### src/rtl/spi_i2s_pkg.sv
`default_nettype none
// ============================================================================
// Module   : spi_i2s_pkg
// Brief    : Shared state encoding, frame-size codes and size decode helper
//            for the SPI transmit serializer.
// Revision : 1.0 - initial release
// ============================================================================
package spi_i2s_pkg;

    typedef enum logic [1:0] {
        ST_IDLE  = 2'd0,
        ST_LOAD  = 2'd1,
        ST_SHIFT = 2'd2,
        ST_DONE  = 2'd3
    } state_t;

    localparam logic [1:0] SZ_8  = 2'd0;
    localparam logic [1:0] SZ_16 = 2'd1;
    localparam logic [1:0] SZ_24 = 2'd2;
    localparam logic [1:0] SZ_32 = 2'd3;

    function automatic logic [5:0] size_to_bits(input logic [1:0] size_sel);
        logic [5:0] bits;
        case (size_sel)
            SZ_8:    bits = 6'd8;
            SZ_16:   bits = 6'd16;
            SZ_24:   bits = 6'd24;
            default: bits = 6'd32;
        endcase
        return bits;
    endfunction

endpackage
`default_nettype wire

### src/rtl/spi_i2s_tx_shifter_sck_gen.sv
`default_nettype none
// ============================================================================
// Module   : spi_i2s_sck_gen
// Brief    : SCK half-period divider, SCK toggle register and edge counter.
// Revision : 1.0 - initial release
// ============================================================================
module spi_i2s_sck_gen #(
    parameter int DIV_W = 8
) (
    input  logic             clk,
    input  logic             rst,
    input  logic             start_i,
    input  logic             run_i,
    input  logic             idle_i,
    input  logic             cpol_i,
    input  logic [DIV_W-1:0] clk_div_i,
    output logic             sck_o,
    output logic             tick_o,
    output logic [5:0]       edge_o
);

    logic [DIV_W-1:0] div_q;
    logic [DIV_W-1:0] lim_q;
    logic [5:0]       edge_q;
    logic             sck_q;

    assign tick_o = run_i && (div_q == lim_q);
    assign sck_o  = sck_q;
    assign edge_o = edge_q;

    // The divider limit is captured at frame start so a live clk_div change
    // cannot stretch or shrink SCK phases inside a frame.
    always_ff @(posedge clk) begin
        if (rst) begin
            div_q  <= '0;
            lim_q  <= '0;
            edge_q <= '0;
            sck_q  <= 1'b0;
        end else if (start_i) begin
            div_q  <= '0;
            lim_q  <= clk_div_i;
            edge_q <= '0;
            sck_q  <= cpol_i;
        end else if (run_i) begin
            if (tick_o) begin
                div_q  <= '0;
                edge_q <= edge_q + 6'd1;
                sck_q  <= ~sck_q;
            end else begin
                div_q  <= div_q + DIV_W'(1);
            end
        end else if (idle_i) begin
            sck_q <= cpol_i;
        end
    end

endmodule
`default_nettype wire

### src/rtl/spi_i2s_tx_shifter.sv
`default_nettype none
// ============================================================================
// Module   : spi_i2s_tx_shifter
// Brief    : SPI-master transmit serializer fed from the TX FIFO read port;
//            8/16/24/32-bit frames, programmable CPOL/CPHA/bit order/divider.
// Revision : 1.0 - initial release
// ============================================================================
module spi_i2s_tx_shifter
    import spi_i2s_pkg::*;
#(
    parameter int DIV_W = 8
) (
    input  logic             clk,
    input  logic             rst,
    input  logic             enable,
    input  logic [1:0]       size_select,
    input  logic             cpol,
    input  logic             cpha,
    input  logic             lsb_first,
    input  logic [DIV_W-1:0] clk_div,
    input  logic [3:0]       fifo_fill,
    input  logic [31:0]      fifo_data,
    output logic             fifo_read,
    output logic             sck,
    output logic             mosi,
    output logic             cs_n,
    output logic             busy,
    output logic             underrun
);

    state_t      state_q;
    state_t      state_d;
    logic [31:0] shreg_q;
    logic [5:0]  nbits_q;
    logic [5:0]  bit_cnt_q;
    logic        cpha_q;
    logic        lsb_q;
    logic        mosi_q;
    logic        cs_n_q;

    logic        w_tick;
    logic [5:0]  w_edge;
    logic [5:0]  w_nbits;
    logic [31:0] w_aligned;
    logic [31:0] w_load_shift;
    logic        w_first;
    logic        w_cur_bit;
    logic [31:0] w_next_shreg;
    logic [5:0]  w_last_edge;
    logic        w_last_tick;
    logic        w_leading;
    logic        w_drive;
    logic        w_fifo_has;

    spi_i2s_sck_gen #(
        .DIV_W (DIV_W)
    ) u_sck_gen (
        .clk       (clk),
        .rst       (rst),
        .start_i   (state_q == ST_LOAD),
        .run_i     (state_q == ST_SHIFT),
        .idle_i    (state_q == ST_IDLE),
        .cpol_i    (cpol),
        .clk_div_i (clk_div),
        .sck_o     (sck),
        .tick_o    (w_tick),
        .edge_o    (w_edge)
    );

    // MSB-first frames are left-justified so the outgoing bit is always bit 31;
    // LSB-first frames stay right-justified and leave through bit 0.
    assign w_nbits      = size_to_bits(size_select);
    assign w_aligned    = lsb_first ? fifo_data : (fifo_data << (6'd32 - w_nbits));
    assign w_first      = lsb_first ? w_aligned[0] : w_aligned[31];
    assign w_load_shift = lsb_first ? (w_aligned >> 1) : (w_aligned << 1);
    assign w_cur_bit    = lsb_q ? shreg_q[0] : shreg_q[31];
    assign w_next_shreg = lsb_q ? (shreg_q >> 1) : (shreg_q << 1);

    // 2N-1 wraps correctly in 6 bits for N=32 (64-1 = 63).
    assign w_last_edge  = (nbits_q << 1) - 6'd1;
    assign w_last_tick  = w_tick && (w_edge == w_last_edge);
    assign w_leading    = ~w_edge[0];
    assign w_drive      = w_tick && (cpha_q ? w_leading : (!w_leading && (bit_cnt_q != 6'd0)));
    assign w_fifo_has   = (fifo_fill != 4'd0);

    assign busy = (state_q != ST_IDLE);
    assign mosi = mosi_q;
    assign cs_n = cs_n_q;

    always_ff @(posedge clk) begin
        if (rst) begin
            state_q <= ST_IDLE;
        end else begin
            state_q <= state_d;
        end
    end

    always_comb begin
        state_d   = state_q;
        fifo_read = 1'b0;
        underrun  = 1'b0;
        case (state_q)
            ST_IDLE: begin
                if (enable && w_fifo_has) begin
                    state_d = ST_LOAD;
                end
            end
            ST_LOAD: begin
                fifo_read = 1'b1;
                state_d   = ST_SHIFT;
            end
            ST_SHIFT: begin
                if (w_last_tick) begin
                    state_d = ST_DONE;
                end
            end
            ST_DONE: begin
                if (enable && w_fifo_has) begin
                    state_d = ST_LOAD;
                end else begin
                    underrun = enable;
                    state_d  = ST_IDLE;
                end
            end
            default: state_d = ST_IDLE;
        endcase
    end

    always_ff @(posedge clk) begin
        if (rst) begin
            shreg_q   <= '0;
            nbits_q   <= '0;
            bit_cnt_q <= '0;
            cpha_q    <= 1'b0;
            lsb_q     <= 1'b0;
            mosi_q    <= 1'b0;
            cs_n_q    <= 1'b1;
        end else begin
            case (state_q)
                ST_LOAD: begin
                    nbits_q   <= w_nbits;
                    bit_cnt_q <= w_nbits - 6'd1;
                    cpha_q    <= cpha;
                    lsb_q     <= lsb_first;
                    cs_n_q    <= 1'b0;
                    if (!cpha) begin
                        mosi_q  <= w_first;
                        shreg_q <= w_load_shift;
                    end else begin
                        shreg_q <= w_aligned;
                    end
                end
                ST_SHIFT: begin
                    if (w_drive) begin
                        mosi_q  <= w_cur_bit;
                        shreg_q <= w_next_shreg;
                        if (bit_cnt_q != 6'd0) begin
                            bit_cnt_q <= bit_cnt_q - 6'd1;
                        end
                    end
                end
                ST_DONE: begin
                    if (state_d == ST_IDLE) begin
                        cs_n_q <= 1'b1;
                    end
                end
                default: ;
            endcase
        end
    end

endmodule
`default_nettype wire

### config.mk
export PLATFORM = sky130hd
export DESIGN_NAME = spi_i2s_tx_shifter
export DESIGN_NICKNAME = d
export VERILOG_FILES = /design/src/rtl/spi_i2s_pkg.sv /design/src/rtl/spi_i2s_tx_shifter_sck_gen.sv /design/src/rtl/spi_i2s_tx_shifter.sv
export SDC_FILE = /design/constraint.sdc
export NUM_CORES = 1
export LEC_CHECK = 0
export BUFFER_PORTS_ARGS = -buffer_cell sky130_fd_sc_hd__buf_2
export CAP_MARGIN = 40
export CORE_MARGIN = 3
export CORE_UTILIZATION = 54
export CTS_CLUSTER_DIAMETER = 60
export DETAILED_ROUTE_END_ITERATION = 7
export MAX_ROUTING_LAYER = met4
export PLACE_DENSITY = 0.77
export SETUP_SLACK_MARGIN = 0.3
export SLEW_MARGIN = 20
export SYNTH_ARGS = -nofsm -noshare
export SYNTH_HDL_FRONTEND = slang
export SYNTH_HIERARCHICAL = 1
export SYNTH_SLANG_ARGS = --single-unit
export TNS_END_PERCENT = 30
### constraint.sdc
create_clock -name clk -period 2.1 [get_ports clk]
set_input_delay 0.315 -clock clk [delete_from_list [all_inputs] [get_ports clk]]
set_output_delay 0.315 -clock clk [all_outputs]
set_load 0.02 [all_outputs]
==> metrics, run 1 <==
die area=10900 sq um; die width=104 microns; H-tree lvl count=3; vias in the first global route=5689; DRT Wirelength=19700 microns; Peak VDD IR=0.466 mV; crit path cell chain=xor2_1 -> nor4_2 -> and3_1 -> nand2_4 -> a2111oi_4 -> or2_4 -> mux2_4 -> a32o_1; DP Wirelength=13300 microns; core area=9330 sq um; Setup violations, final=40; CP Capture Type=register; post-route ant nets=0; via count=6034; first-pass GRT wire length=30600 microns; Worst path max stage delay=0.41 ns; CP Launch Type=register; Synth area leader=dfxtp_1; I/O pins=58; Tcrit/Tclk final=1.12; Initial Utilization=0.559; area of the mapped netlist=5220 sq um; Post-synth EDFFs=0; CTS Sinks=69; Routability Congestion=1.02; Peak Freq=424 MHz; crit path DAT=2.61 ns; DRC violations left=0; top cell type's share of synthesized area=0.265; Layout Skew=0.0170 ns; post-synthesis register bit count=69; Core Rows=35; layout net count=855; Rel. slew slack=0.596; RSZ-0062 raised after global routing=yes; Slowest-stage cell, CP=nor4_2; Worst path top cell family by delay=simple AND/OR/NAND/NOR gates; Reg clk slew, reported paths=0.08 ns; worst skew pair latency=0.37 ns; outcome=finished with violations; CP Class=register to register; Placed Instances=894; ys flop type=dfxtp_1; Finished Layout Cells=927; Worst-Margin Slew=0.606 ns; initial antenna violation count=0; overall global routing resource usage=0.360; CP required=2.36 ns; Syn Area/Cell=7.57 sq um; final hold viol count=0; ant diodes=0; height of the die=104 microns; Syn Inst Count=689; 1st-pass router iterations=5; worst hold slack=0.180 ns; Post-synth top cells=nand2_1, dfxtp_1, nor2_1, mux2i_1, a21oi_1; CTS Buffer Depth=2; CP Max Fanout=4; CTS buffer count=9; Ys Warns=6; drt wl/cell=21.3 microns; PnR worst setup slack=-0.257 ns; sequential fraction of the synthesis area=0.265; Final Critical Period=2.36 ns; Fillers=724; largest net degree at the start of global routing=47; Hold Crit Class=primary input to register; post-synth cell types=66; WP buf/inv=0; CTS tree=built; Root Buffer=clkbuf_8; Final Max Tran Viols=0; net count after synthesis=751; vias per cell=6.51; Pleak=2.70 nW; count leader, synth=nand2_1; violated checks=setup timing; Pwr per Cell Area=714 nW/um^2; synthesis-to-finish area growth=30.4%; Post-synth ARST share=0; ratio of cells with drive above 1 in the final layout=0.312; 1st-iter DRT viols=640; Max-cap violations=0; IO buf count=57; remaining global-route overflow=0; top post-synthesis cells by area=dfxtp_1, mux2i_1, nand2_1
-- metrics by stage --
step | setup WS, ns | cell area (sq um) | total power [mW] | util | setup TNS, ns
after floorplan | 0.0175 | 5250 | 2.65 | - | 0
after global placement | -0.255 | 6100 | 3.21 | 0.654 | -4.06
after detailed placement | -0.223 | 6100 | 3.26 | 0.654 | -5.91
after CTS | -0.119 | 6560 | 4.62 | 0.703 | -2.00
after global routing | -0.376 | 6800 | 5.07 | 0.729 | -11.66
final | -0.257 | 6800 | 4.86 | 0.729 | -7.14
-- cells in the final DEF (no fill, tap or decap), types with 9 or more instances in the layout --
cell / count
a211oi_1: 11
a21oi_1: 37
inv_1: 17
a21oi_2: 12
dfxtp_1: 61
a31oi_1: 19
buf_2: 56
mux2_2: 16
o22ai_1: 14
o21ai_0: 38
clkbuf_8: 10
buf_4: 80
o211ai_1: 11
xor2_1: 13
o21a_1: 9
mux2i_1: 50
nand3_1: 16
nand2_1: 81
nor2_1: 61
-- registers in the layout (all words and copies together), names as in the netlist --
register / flops
shreg_q: 32
state_q: 2
lsb_q: 1
bit_cnt_q: 6
u_sck_gen/div_q: 8
cpha_q: 1
u_sck_gen/lim_q: 8
u_sck_gen/sck_o: 1
nbits_q: 2
cs_n: 1
mosi: 1
u_sck_gen/edge_o: 6
-- where the power goes --
part           total (mW)  internal, mW  switching [mW]  leakage [nW]
sequential           1.60          1.45           0.144         0.566
clock                1.20         0.592           0.607         0.104
combinational        2.06         0.938            1.12          2.03
total                4.86          2.98            1.87          2.70
-- worst reg2reg max path: cells and delay by family, from the launching register on --
| kind | cells | cell delay [ns] |
|---|---|---|
| DFF | 1 | 0.33 |
| and+or+nand+nor | 4 | 1.01 |
| AOI/OAI and AO/OA | 2 | 0.43 |
| xor gates and xnor gates | 1 | 0.16 |
| muxes | 1 | 0.30 |
-- final timing paths --
check                                                startpoint  slack (ns)                              end  cells past startpoint
worst max-delay path            u_sck_gen/lim_q[4]$_SDFFE_PP0P_       -0.26         shreg_q[18]$_SDFFE_PP0P_                      8
worst min-delay path                                 clk_div[6]        0.18  u_sck_gen/lim_q[6]$_SDFFE_PP0P_                      3
worst max register to register  u_sck_gen/lim_q[4]$_SDFFE_PP0P_       -0.26         shreg_q[18]$_SDFFE_PP0P_                      8
worst min register to register          shreg_q[2]$_SDFFE_PP0P_        0.47          shreg_q[2]$_SDFFE_PP0P_                      2
-- area by class of cell --
type | instances | area [sq um] | area share
multi-input cells | 541 | 3740 | 0.550
flip-flops and latches | 69 | 1390 | 0.205
repair buffers | 152 | 1220 | 0.180
well taps | 129 | 161 | 0.0237
clock buffers | 10 | 138 | 0.0202
inverters | 20 | 75.1 | 0.0110
clock inverters | 6 | 68.8 | 0.0101
-- cells by family after synthesis --
kind of cell	synth area share
simple gates	0.224
buf+inv	0.0643
compound gates	0.260
fa+ha+maj	0.0240
mux	0.133
xor+xnor	0.0302
flops	0.265
-- per-layer routing --
| metal | global-route usage | part of all wire |
|---|---|---|
| met5 | - | 0 |
| met3 | 0.0881 | 0.10 |
| met2 | 0.530 | 0.44 |
| met4 | 0.139 | 0.048 |
| met1 | 0.476 | 0.41 |
-- timing repair --
item                                   4_1_cts  5_1_grt
cloned                                       4        2
hold buffers                                 0        0
pin swaps                                    6       24
gates resized for setup                     24       40
buffers inserted                             6        5
endpoints found under the hold margin        0        0
setup endpoints to repair                   51       58
Power figures use the tool's default switching activity.
==> run 2, diff against run 1 <==
- CORE_UTILIZATION: 54 -> 55
- PLACE_DENSITY: 0.77 -> 0.76
- TNS_END_PERCENT: 30 -> 100
- clock period: 2.1 -> 2.18 ns (I/O delays scaled with it)
==> run 2 against run 1 <==
Compared with the run above: the run still ends with setup timing left; die area decreased by 1.7%; clock-buffer cell count decreased by 1; first-iteration DRC count increased by 62%; register-to-register slack about the same; worst hold slack improved by 0.049 ns; sequential share of layout area decreased by 0.23 points; combinational power increased by 3%; utilization increased by 3.8 points; via count increased by 3.6%; clock skew decreased by 0.00060 ns; total power decreased by 2.0%; wire length increased by 10%; highest routed layer unchanged.
==> metrics, run 2 (synthesized netlist as in run 1, its figures left out) <==
outcome=finished with violations; violated checks=setup timing; CTS Buffer Depth=2 (unchanged); register-to-register setup slack=-0.27 ns (about the same); post-route ant nets=0 (unchanged); ant diodes=0 (unchanged); CP Launch Type=register; multi-input logic area=3900 sq um (+4.2%); via count=6252 (+3.6%); die area=10700 sq um (-1.7%); CP Launch Point=state_q[0]$_SDFF_PP0_; core area=8980 sq um (-3.8%); Seq. cell area=1390 sq um (+0.18%); 1st-iter DRT viols=1039 (+62%); CTS Sinks=69 (unchanged); Root Buffer=clkbuf_8; Hold Crit Class=primary input to register; largest net degree at the start of global routing=43 (-8.5%); most common cell after layout, fill and taps aside=nand2_1; Worst-Margin Slew=0.676 ns (+0.0694 ns); Setup violations, final=36 (-10%); layout net count=850 (-0.58%); Final Max Tran Viols=0 (unchanged); Peak Freq=409 MHz (-3.6%); DRC violations left=0 (unchanged); CTS buffer count=9 (unchanged); Peak VDD IR=0.476 mV (+2.3%); CTS tree=built; remaining global-route overflow=0 (unchanged); H-tree lvl count=3 (unchanged); Initial Utilization=0.581 (+0.0219); I/O pins=58 (unchanged); crit path DAT=2.67 ns (+0.06 ns); Pwr per Cell Area=691 nW/um^2 (-3.2%); post-place setup slack=-0.206 ns (+0.0166 ns); Reg clk slew, reported paths=0.09 ns (about the same); Max-cap violations=0 (unchanged); biggest regs=shreg_q x32, u_sck_gen/div_q x8, u_sck_gen/lim_q x8; DP Wirelength=13300 microns (about the same); CP Class=register to register; die width=103 microns (-0.86%); vias per cell=6.81 (+4.6%); Core Rows=34 (-2.9%); ratio of cells with drive above 1 in the final layout=0.341 (+0.0289); Final Critical Period=2.45 ns (+0.0875 ns); reg2reg path depth=13 (+5); IO buf count=57 (unchanged); 1st-pass router iterations=7 (+2); DRT Wirelength=21700 microns (+10%); Pleak=2.67 nW (-1.2%); height of the die=103 microns (-0.86%); synthesis-to-finish area growth=32.1%; vias in the first global route=5477 (-3.7%); drt wl/cell=23.6 microns (+11%); initial antenna violation count=0 (unchanged); CP required=2.41 ns (+0.05 ns); RSZ-0062 raised after global routing=yes; Setup crit end=shreg_q[24]$_SDFFE_PP0P_; PnR worst setup slack=-0.265 ns (-0.00753 ns); worst skew pair latency=0.35 ns (-0.02 ns); CP Max Fanout=8 (+4); Layout Skew=0.0164 ns (-0.000597 ns); overall global routing resource usage=0.367 (+0.00759); Fillers=623 (-14%); Most flops, register=shreg_q; most frequent cells in the layout=nand2_1, buf_4, dfxtp_1, buf_2, nor2_1; final hold viol count=0 (unchanged); first-pass GRT wire length=29300 microns (-4.2%); Tcrit/Tclk final=1.12 (about the same); CP Capture Type=register; max reg flops=32 (unchanged); hold buffers post-CTS=0 (unchanged); worst flop-to-flop path startpoint=state_q[0]$_SDFF_PP0_; Routability Congestion=0.997 (-2.2%); reg2reg end=shreg_q[24]$_SDFFE_PP0P_; Rel. slew slack=0.538 (-0.0579); Design Power=4.76 mW (-2.0%)
[run 2: cell types whose count changed in the layout (fill, tap and decap cells not counted), moves of 5 or more]
| cell | before | now |
|---|---|---|
| buf_4 | 80 | 65 |
| buf_6 | 3 | 15 |
| nor2_1 | 61 | 51 |
| nor2_2 | 0 | 8 |
| nand2_1 | 81 | 76 |
| o21ai_2 | 0 | 5 |
[run 2: cell type report]
type	count	area share
Tap cell	126	0.0229
Inverter	20	0.0109
Multi-Input combinational cell	541	0.566
Clock buffer	9	0.0180
Sequential cell	69	0.202
Clock inverter	6	0.00944
Timing Repair Buffer	147	0.170
[run 2: through the flow]
stage | cells | setup TNS, ns | cell area, sq um | hold WS (ns) | util
floorplan | 689 | 0 | 5290 | 0.441 | -
global placement | 878 | -2.60 | 5980 | 0.455 | 0.667
detailed placement | 878 | -4.31 | 5980 | 0.457 | 0.667
CTS | 905 | -1.12 | 6450 | 0.225 | 0.719
global route | 918 | -5.85 | 6890 | 0.220 | 0.768
finish | 918 | -4.08 | 6890 | 0.229 | 0.768
[run 2: worst min path at each step]
stage / startpoint / end / slack [ns] / cells past startpoint
after global routing: clk_div[1] / u_sck_gen/lim_q[1]$_SDFFE_PP0P_ / 0.22 / 3
after detailed placement: mosi$_SDFFE_PP0P_ / mosi$_SDFFE_PP0P_ / 0.46 / 2
final: clk_div[1] / u_sck_gen/lim_q[1]$_SDFFE_PP0P_ / 0.23 / 3
after floorplan: shreg_q[22]$_SDFFE_PP0P_ / shreg_q[22]$_SDFFE_PP0P_ / 0.44 / 2
after global placement: shreg_q[1]$_SDFFE_PP0P_ / shreg_q[1]$_SDFFE_PP0P_ / 0.45 / 2
after CTS: clk_div[6] / u_sck_gen/lim_q[6]$_SDFFE_PP0P_ / 0.23 / 3
[run 2: critical path, cell delays in order, from the launching register on]
cell and delay [ns]:
dfxtp_1 0.40, inv_2 0.08, ha_4 0.18, inv_2 0.06, nor2_1 0.07, and3_1 0.19, nand2_2 0.11, a2111oi_4 0.06
buf_4 0.17, buf_6 0.11, nor2_4 0.30, buf_6 0.19, a21oi_1 0.05, a211oi_1 0.37
[run 2: where the power goes]
part	internal, mW	total [mW]	switching (mW)
combinational	0.922	2.13	1.21
sequential	1.40	1.57	0.172
clock	0.523	1.06	0.534
[run 2: layer usage]
layer  global-route usage  share of wire  vias to the layer above
met2                0.516           0.43                      491
met5                    -              0                        -
li1                     -              -                     2722
met3                0.102           0.12                      125
met1                0.518           0.40                     2914
met4               0.0926          0.051                        0
[run 2: repair_timing]
| action | CTS | global route |
|---|---|---|
| gates cloned | 4 | 4 |
| pin swaps | 14 | 27 |
| buffers inserted | 8 | 9 |
| gates resized for setup | 39 | 69 |
| endpoints found under the hold margin | 0 | 0 |
| setup endpoints to repair | 48 | 57 |
==> run 3, diff against run 2 <==
- CTS_BUF_LIST: default -> sky130_fd_sc_hd__clkbuf_16
- TNS_END_PERCENT: 100 -> default
==> run 3 against run 2 <==
Compared with the run above: sequential power is essentially flat; the run still ends with setup timing left; critical path type unchanged; sequential share of layout area grew 0.67 points; clock-buffer cell count is the same; global-route usage shrank 0.17 points; utilization shrank 2.6 points; clock skew shrank 0.0065 ns; wire length shrank 6.7%.
==> metrics, run 3 (synthesized netlist as in run 1, its figures left out) <==
largest net degree at the start of global routing=43 (unchanged); Pwr per Cell Area=740 nW/um^2 (+7.1%); ratio of cells with drive above 1 in the final layout=0.290 (-0.0510); outcome=finished with violations; vias per cell=6.63 (-2.6%); Tcrit/Tclk final=1.12 (-0.00496); Reg clk slew, reported paths=0.06 ns (-0.03 ns); Final Critical Period=2.43 ns (-0.0108 ns); Final Max Tran Viols=0 (unchanged); DP Wirelength=13300 microns (unchanged); DRT Wirelength=20300 microns (-6.7%); Hold Crit Class=primary input to register; overall global routing resource usage=0.366 (-0.00172); CTS Sinks=69 (unchanged); WP buf/inv=2 (-3); Power Internal=3.09 mW (+8.8%); H-tree lvl count=3 (unchanged); most common cell after layout, fill and taps aside=nand2_1; via count=6027 (-3.6%); CTS buffer count=9 (unchanged); Worst path max stage delay=0.37 ns (-0.03 ns); PnR worst setup slack=-0.254 ns (+0.0108 ns); ant diodes=0 (unchanged); Rel. slew slack=0.563 (+0.0251); die width=103 microns (unchanged); CTS tree=built; I/O pins=58 (unchanged); multi-input logic area=3710 sq um (-4.9%); Root Buffer=clkbuf_16; 1st-iter DRT viols=835 (-20%); CP Max Fanout=10 (+2); post-route ant nets=0 (unchanged); crit path cell chain=xor2_2 -> nor4_4 -> and3_1 -> nand2_2 -> a2111oi_4 -> or2_4 -> buf_12 -> clkbuf_16 -> nand3_1 -> a21oi_1; Routability Congestion=0.997 (unchanged); Max-cap violations=0 (unchanged); Seq. cell area=1390 sq um (-0.18%); worst hold slack=0.236 ns (+0.00697 ns); Slowest-stage cell, CP=nor4_4; Worst-Margin Slew=0.649 ns (-0.0270 ns); switch share=0.373 (-0.0305); Reg power frac=0.313 (-0.016); final hold viol count=0 (unchanged); Final TNS setup=-5.36 ns (-1.28 ns); core area=8980 sq um (unchanged); Util after Layout=0.742 (-0.0258); die area=10700 sq um (unchanged); crit path DAT=2.68 ns (about the same); biggest regs=shreg_q x32, u_sck_gen/div_q x8, u_sck_gen/lim_q x8; drt wl/cell=22.3 microns (-5.8%); RSZ-0062 raised after global routing=yes; hold buffers post-CTS=0 (unchanged); CTS Buffer Depth=2 (unchanged); first-pass GRT wire length=29200 microns (-0.31%); Setup violations, final=40 (+11%); Peak VDD IR=0.397 mV (-17%); Gate power share=0.389 (-0.060); synthesis-to-finish area growth=27.6%; CP Launch Type=register; vias in the first global route=5402 (-1.4%); violated checks=setup timing; max reg flops=32 (unchanged); most frequent cells in the layout=nand2_1, buf_4, dfxtp_1, nor2_1, buf_2; Clk network pwr share=0.297 (+0.075); net switching power=1.84 mW (-4.3%); layout net count=841 (-1.1%); DRC violations left=0 (unchanged); remaining global-route overflow=0 (unchanged); IO buf count=57 (unchanged); initial antenna violation count=0 (unchanged); Core Rows=34 (unchanged); Layout Skew=0.00990 ns (-0.00648 ns); Initial Utilization=0.581 (unchanged); Peak Freq=411 MHz (+0.44%); Worst path top cell family by delay=simple AND/OR/NAND/NOR gates; CP Capture Type=register; Fillers=687 (+10%); Most flops, register=shreg_q; CP required=2.43 ns (+0.02 ns); 1st-pass router iterations=6 (-1); Pleak=2.62 nW (-1.9%); height of the die=103 microns (unchanged); CP Class=register to register; worst skew pair latency=0.34 ns (about the same)
[run 3: repair_timing]
action,4_1_cts,5_1_grt
setup endpoints to repair,48,52
cloned,0,4
buffers inserted,8,4
pin swaps,12,28
gates resized for setup,33,21
[run 3: routing by layer]
| layer | vias up | part of all wire | GRT usage |
|---|---|---|---|
| li1 | 2714 | - | - |
| met2 | 431 | 0.43 | 0.517 |
| met3 | 77 | 0.12 | 0.0805 |
| met5 | - | 0 | - |
| met4 | 0 | 0.037 | 0.108 |
| met1 | 2805 | 0.42 | 0.519 |
[run 3: worst register-to-register path, delay by kind of cell (launching register included)]
kind / cells / cell delay, ns
and+or+nand+nor: 5 / 1.03
AOI/OAI and AO/OA: 2 / 0.48
DFF: 1 / 0.36
buffers and inverters: 2 / 0.29
xor gates and xnor gates: 1 / 0.19
[run 3: through the flow]
stage	worst slack [ns]	area, sq um	std cells	power (mW)
3_5_place_dp	-0.206	5980	878	3.13
4_1_cts	-0.0903	6440	901	4.65
6_report	-0.254	6660	909	4.93
5_1_grt	-0.240	6660	909	5.09
2_1_floorplan	0.0975	5290	689	2.56
3_3_place_gp	-0.164	5980	878	3.09
[run 3: layout make-up]
cell class              count  area share
flip-flops and latches     69       0.209
repair buffers            138       0.155
inverters                  20      0.0113
multi-input cells         541       0.557
well taps                 126      0.0237
clock buffers               9      0.0338
clock inverters             6     0.00977
[run 3: final timing paths]
| path | from | endpoint | slack (ns) | cells after the start |
|---|---|---|---|---|
| worst min register to register | shreg_q[22]$_SDFFE_PP0P_ | shreg_q[22]$_SDFFE_PP0P_ | 0.47 | 2 |
| worst max-delay path | u_sck_gen/lim_q[2]$_SDFFE_PP0P_ | shreg_q[15]$_SDFFE_PP0P_ | -0.25 | 10 |
| worst min-delay path | clk_div[1] | u_sck_gen/lim_q[1]$_SDFFE_PP0P_ | 0.24 | 3 |
| worst max register to register | u_sck_gen/lim_q[2]$_SDFFE_PP0P_ | shreg_q[15]$_SDFFE_PP0P_ | -0.25 | 10 |
[run 3: power by group through the flow]
stage / registers [mW] / clock network (mW) / logic, mW
6_report: 1.54 / 1.47 / 1.92
5_1_grt: 1.55 / 1.51 / 2.03
4_1_cts: 1.53 / 1.45 / 1.68
3_5_place_dp: 1.55 / 0 / 1.58
3_3_place_gp: 1.54 / 0 / 1.55
2_1_floorplan: 1.52 / 0 / 1.04
